===== src/rtl/jamma_joy_scan.sv =====
// JAMMA joystick scanner: time-multiplexes JSELECT over the player ports,
// settles, samples JJOY (merged with kb_joy for player 0) and debounces it.
// Ports: pclk, rst_n (async, active-low), en (scan enable),
//   JJOY/kb_joy (active-low inputs), JSELECT (player being driven),
//   joy_out (debounced active-low bits, player p at [p*JOY_W +: JOY_W]),
//   scan_done (one-cycle pulse after the last player's sample).
module jamma_joy_scan #(
  parameter int PLAYERS  = 2,
  parameter int JOY_W    = 8,
  parameter int SEL_W    = 2,
  parameter int SETTLE   = 1,
  parameter int DEBOUNCE = 3
) (
  input  logic                     pclk,
  input  logic                     rst_n,
  input  logic                     en,
  input  logic [JOY_W-1:0]         JJOY,
  input  logic [JOY_W-1:0]         kb_joy,
  output logic [SEL_W-1:0]         JSELECT,
  output logic [PLAYERS*JOY_W-1:0] joy_out,
  output logic                     scan_done
);

  localparam logic [3:0]       SET  = 4'(SETTLE);
  localparam logic [3:0]       DEB  = 4'(DEBOUNCE);
  localparam logic [SEL_W-1:0] LAST = SEL_W'(PLAYERS - 1);

  logic [1:0]       rsync;
  logic             rst_i;
  logic [3:0]       cnt;
  logic [SEL_W-1:0] idx;
  logic             done;
  logic             sample_now;
  logic [JOY_W-1:0] smp;
  logic [JOY_W-1:0] cand [PLAYERS];
  logic [3:0]       stab [PLAYERS];
  logic [JOY_W-1:0] jo   [PLAYERS];

  // Assert asynchronously, release on the second clock edge.
  always_ff @(posedge pclk or negedge rst_n) begin
    if (!rst_n) begin
      rsync <= 2'b00;
    end else begin
      rsync <= {rsync[0], 1'b1};
    end
  end

  assign rst_i = rsync[1];

  assign sample_now = en && (cnt == SET);
  // Keyboard bits are wired-AND into player 0 only.
  assign smp = (idx == '0) ? (JJOY & kb_joy) : JJOY;

  always_ff @(posedge pclk or negedge rst_i) begin
    if (!rst_i) begin
      cnt  <= '0;
      idx  <= '0;
      done <= 1'b0;
    end else if (en) begin
      done <= sample_now && (idx == LAST);
      if (sample_now) begin
        cnt <= '0;
        idx <= (idx == LAST) ? '0 : idx + SEL_W'(1);
      end else begin
        cnt <= cnt + 4'd1;
      end
    end else begin
      done <= 1'b0;
    end
  end

  // Output follows the candidate one cycle after it has been seen
  // DEBOUNCE times in a row; reapplying while stable is harmless.
  always_ff @(posedge pclk or negedge rst_i) begin
    if (!rst_i) begin
      for (int p = 0; p < PLAYERS; p++) begin
        cand[p] <= '1;
        stab[p] <= '0;
        jo[p]   <= '1;
      end
    end else if (en) begin
      for (int p = 0; p < PLAYERS; p++) begin
        if (stab[p] == DEB) begin
          jo[p] <= cand[p];
        end
        if (sample_now && (idx == SEL_W'(p))) begin
          if (smp == cand[p]) begin
            stab[p] <= (stab[p] == DEB) ? DEB : stab[p] + 4'd1;
          end else begin
            cand[p] <= smp;
            stab[p] <= 4'd1;
          end
        end
      end
    end
  end

  always_comb begin
    joy_out = '1;
    for (int p = 0; p < PLAYERS; p++) begin
      joy_out[p*JOY_W +: JOY_W] = jo[p];
    end
  end

  assign JSELECT   = idx;
  assign scan_done = done;

endmodule

===== config.mk =====
export PLATFORM = sky130hd
export DESIGN_NAME = jamma_joy_scan
export DESIGN_NICKNAME = d
export VERILOG_FILES = /design/src/rtl/jamma_joy_scan.sv
export SDC_FILE = /design/constraint.sdc
export NUM_CORES = 1
export LEC_CHECK = 0
export CORE_MARGIN = 2
export CORE_UTILIZATION = 54
export CTS_CLUSTER_DIAMETER = 80
export DETAILED_ROUTE_END_ITERATION = 16
export GPL_TIMING_DRIVEN = 0
export PLACE_DENSITY = 0.84
export SLEW_MARGIN = 20
export SYNTH_ARGS = -nofsm -noshare
export SYNTH_HDL_FRONTEND = slang
export SYNTH_SLANG_ARGS = --single-unit
export TNS_END_PERCENT = 5

===== constraint.sdc =====
create_clock -name pclk -period 1.9 [get_ports pclk]
set_clock_uncertainty 0.05 [all_clocks]
set_input_delay 0.38 -clock pclk [delete_from_list [all_inputs] [get_ports pclk]]
set_output_delay 0.38 -clock pclk [all_outputs]
set_load 0.05 [all_outputs]

### After elaboration in Yosys (flattened, before gate mapping)

Index checks and enable logic that the tools add are counted.

* logic and storage cells: 42
* flip-flop bits (word level): 49

* $add $sub $neg: 4
* bitwise gates (word level): 3
* multiplexer cells: 8
* eq/ne operators: 6
* reductions and logical operators: 11

Operators with widths (count)
* $mux 4: 5
* $eq 8x8->1: 2
* $add 4x1->4 const B: 3
* $reduce_and 2->1: 5
* $and 8x8->8: 1
* $eq 4x2->1 const B: 2
* $mux 8: 1
* $reduce_and 3->1: 2
* $eq 4x1->1 const B: 1
* $logic_and 1x1->1: 3
* $add 2x1->2 const B: 1
* $eq 2x1->1 const B: 1
* $logic_not 2->1: 1
* $mux 2: 1
* $not 1->1: 2
* $mux 1: 1

### Depth between registers and ports, before layout

* depth after elaboration: 5
* gate-level depth with buffers: 9

### Worst setup path after synthesis

OpenSTA, ideal clock, no wires.

* path type: reg-to-reg
* from: register idx[1] (netlist: JSELECT[1])
* to: register cand[3] in the netlist's numbering
* stages on the path, launching flop included: 7
* period minus slack after synthesis: 2.385 ns
* path buffers: 1
* slack: -0.485 ns
* arrival time: 2.252 ns
* data required time: 1.768 ns
* cells stage by stage: dfrtp_1 -> buf_4 -> o31a_1 -> a211oi_2 -> nand4_4 -> o21ai_4 -> mux2_4

* longest elaborated chain between the ends: 5
* elaborated cells on any way between the ends: 7
* those cells by class: eq/ne: 2; mux: 1; bitwise: 1; reduce/logical: 3

Ends and longest elaborated chain
* from (decl): RTL line 31 `logic [SEL_W-1:0] idx;`
* from (signal assigned): RTL line 63 `idx <= (idx == LAST) ? '0 : idx + SEL_W'(1);`
* $logic_not 2->1: RTL line 52 `assign smp = (idx == '0) ? (JJOY & kb_joy) : JJOY;`
* $mux 8: RTL line 52
* $eq 8x8->1: RTL line 87 `if (smp == cand[p]) begin`
* $not 1->1 (no source line)
* $reduce_and 3->1 (no source line)
* to (signal, indexed assignment): RTL line 90 `cand[p] <= smp;`
* to (decl): RTL line 35 `logic [JOY_W-1:0] cand [PLAYERS];`

Parallel ways exist; a longest one is shown, timed or not.
A chain may end at the register's enable or synchronous reset.

### Worst setup path after layout

* from: register idx[1] (netlist: JSELECT[1])
* to: register cand[6] in the netlist's numbering

Same word-level chain as after synthesis.

==> flow_summary.toml <==
[logic_synthesis]
syn-cell-area_um2 = 2530
synth_fa_ha_area_frac = 0.0198
yosysWarnings = 0
async_flop_share = 1.00
synth_largest_area_cell = "dfstp_2"
synthXorXnorAreaFrac = 0.0139
synth-seq-cells = 49
synthFlopType = "dfstp_2"
syn_nets = 232
synth_edf_count = 0
yosys-top-cells-area = "dfstp_2 33%, dfrtp_1 17%, mux2_2 7.1%"
ys_types = 50
synthCells = 209
ys_seq_area_frac = 0.501
synth-simple-area-share = 0.118
synth_compound_area_frac = 0.150
synth_top_family_by_area = "multiplexers"
muxShareOfSynthArea = 0.150
synth_common_cells = "32 x dfstp_2, 17 x dfrtp_1, 17 x inv_1"
synth.most_common_cell = "dfstp_2"
avgSynthCellArea_um2 = 12.1
synth_top_area_frac = 0.333

[grt]
antenna_found_initial = 0
gr-usage-met1 = 0.300
grtUsageTotal = 0.229
busiest_layer = "met2"
first_global_vias = 1934
met2_usage = 0.385
use_met3 = 0.0514
grt_first_pass_wirelength_mm = 9.22
grt_max_degree = 29
overflow = 0

[die]
die_w_um = 72.4
pin_count = 38
coreArea_um2 = 4440
dieArea_um2 = 5240
initial_core_util = 0.569
rows = 24
die_y_um = 72.4

[critical_path]
worst-setup-path-type = "reg2reg"
r2r_start = "JSELECT[1]$_DFFE_PN0P_"
crit_chain = "buf_12, buf_12, o31ai_2, o221ai_2, o21ai_4, buf_12, mux2_4"
cpMostUsedCell = "buf_12"
cp_max_fo = 8
crit_buf_inv = 3
slowest_delay_ns = 0.44
crit_path_start_kind = "flip-flop"
reg2reg_to = "cand[6]$_DFFE_PN1P_"
cp_data_arrival_time_ns = 2.42
worst-r2r-setup-slack_ns = -0.35
cp-startpoint = "JSELECT[1]$_DFFE_PN0P_"
cp_top_family = "compound AO/OA/AOI/OAI gates"
end_kind = "flip-flop"
crit_slowest_cell = "dfrtp_2"
reg2reg_depth = 7
required_ns = 2.08

[finish]
nFillCells = 301
multi_input_area_um2 = 1210
area_delta_synth_final_pct = 29.0
register_area_um2 = 1270
diodes = 0
final_cells = 321
stdcell_area_um2 = 3260
post_route_cells_drive_above_1_share = 0.413
nets = 291

[clock_network]
numClockSinks = 49
h-tree-depth = 2
cts-root-buf = "clkbuf_8"
clock_latency_ns = 0.30
cts-buffers-inserted = 5
clk_path_buf_depth = 2
cts_tree = "built"
clkSlewWorstSetupHoldPaths_ns = 0.08

[placed_design]
post_dp_cell_area_um2 = 2980
dp_hpwl_mm = 3.95
numPlacedInstances = 298
dp_slack_ns = -0.767
port-buffer-count = 36
gp_congestion = 0.935

[detailed_routing]
dr.pass1.iters = 4
vias = 1926
drtIter0Drc = 226
routed_wl_mm = 5.74
ant_nets = 0
detail_route.wl_per_cell_um = 17.9
vias_per_cell = 6.00
drc_errors = 0

[power]
leakagePower_nw = 1.52
irDropWorstVdd_v = 0.000678
powerDensity_nw_per_um2 = 1210

[outcome]
violations = "negative setup slack"
outcome = "finished with violations"

[sta]
relSlewSlack = 0.652
tightest_slew_ns = 0.522
layout_min_cycle_time_ns = 2.25
post-route-period-util = 1.18
report.final.slew_viol_count = 0
rsz0062_at_grt = "yes"
fmax_mhz = 445
worst_slack_ns = -0.349
setup_viol = 24
whs_ns = 0.179
hold_violations = 0

[hold_path]
hold_path.class = "in2async"

[job]
drv_cap = 0
==> worst max path at each step <==
stage / depth (start not counted) / slack, ns / endpoint
floorplan: 7 / -0.35 / cand[3]$_DFFE_PN1P_
global placement: 7 / -0.75 / cand[3]$_DFFE_PN1P_
detailed placement: 7 / -0.77 / cand[6]$_DFFE_PN1P_
CTS: 8 / -0.22 / cand[6]$_DFFE_PN1P_
global route: 7 / -0.41 / cand[4]$_DFFE_PN1P_
finish: 7 / -0.35 / cand[6]$_DFFE_PN1P_
==> metrics by stage <==
step                total power [mW]  utilization  TNS [ns]
finish                          3.96        0.734     -5.47
global route                    4.19        0.734     -7.64
CTS                             3.93        0.712     -3.03
detailed placement              3.23        0.671    -14.76
global placement                3.16        0.667    -14.83
floorplan                       2.81            -     -4.10
==> per-layer routing <==
metal | routed length, um | up-vias | share of wire
li1 | - | 880 | -
met1 | 2490 | 944 | 0.43
met2 | 2710 | 91 | 0.47
met3 | 430 | 11 | 0.075
met4 | 111 | 0 | 0.019
met5 | 0 | - | 0
==> sequential cells by signal, indices dropped and copies added (netlist names) <==
| name | cells |
|---|---|
| JSELECT | 2 |
| joy_out | 16 |
| stab | 8 |
| rsync | 2 |
| cand | 16 |
| scan_done | 1 |
| cnt | 4 |
==> cell families (layout without fill, tap and decap cells) <==
logic type,count (synthesis),count (layout)
mux,33,33
flops,49,49
buf+inv,25,85
xor+xnor,4,4
simple gates,51,51
fa+ha+maj,4,4
other cells,1,1
compound gates,42,42
==> layout make-up <==
class | instances | area share
plain buffers | 5 | 0.0153
clock buffers | 8 | 0.0276
inverters | 19 | 0.0219
multi-input cells | 135 | 0.370
flip-flops and latches | 49 | 0.389
well taps | 52 | 0.0200
repair buffers | 53 | 0.156
==> worst reg2reg max path: stages (launching register included) <==
cell and delay, ns:
dfrtp_2 0.44, buf_12 0.15, buf_12 0.13, o31ai_2 0.41, o221ai_2 0.32, o21ai_4 0.24
buf_12 0.15, mux2_4 0.31
==> where the power goes <==
part           total (mW)  switching [mW]  internal [mW]
clock network       0.617           0.320          0.297
registers            1.78           0.286           1.49
logic                1.56           0.897          0.664
total                3.96            1.50           2.45
==> placed cells by master (no fill, tap or decap), types with 4 or more instances in the layout <==
cell	netlist	layout
dfstp_2	32	32
clkbuf_8	0	6
inv_1	17	17
clkdlybuf4s50_1	0	17
mux2_2	16	16
nand2b_1	6	6
buf_12	0	4
mux2_4	6	6
mux2i_1	11	11
buf_4	1	14
dlygate4sd2_1	0	17
nor2_1	12	9
o22ai_1	15	14
ha_1	4	4
nand2_1	8	8
dfrtp_1	17	14
==> what timing repair did <==
action                                  in CTS  in global routing
endpoints found under the setup margin      58                 41
resized for setup                           26                 10
cloned                                       0                  0
buffers inserted                             9                  7
hold buffers                                 0                  0
pin swaps                                    8                  3
(Power assumes the default switching activity.)
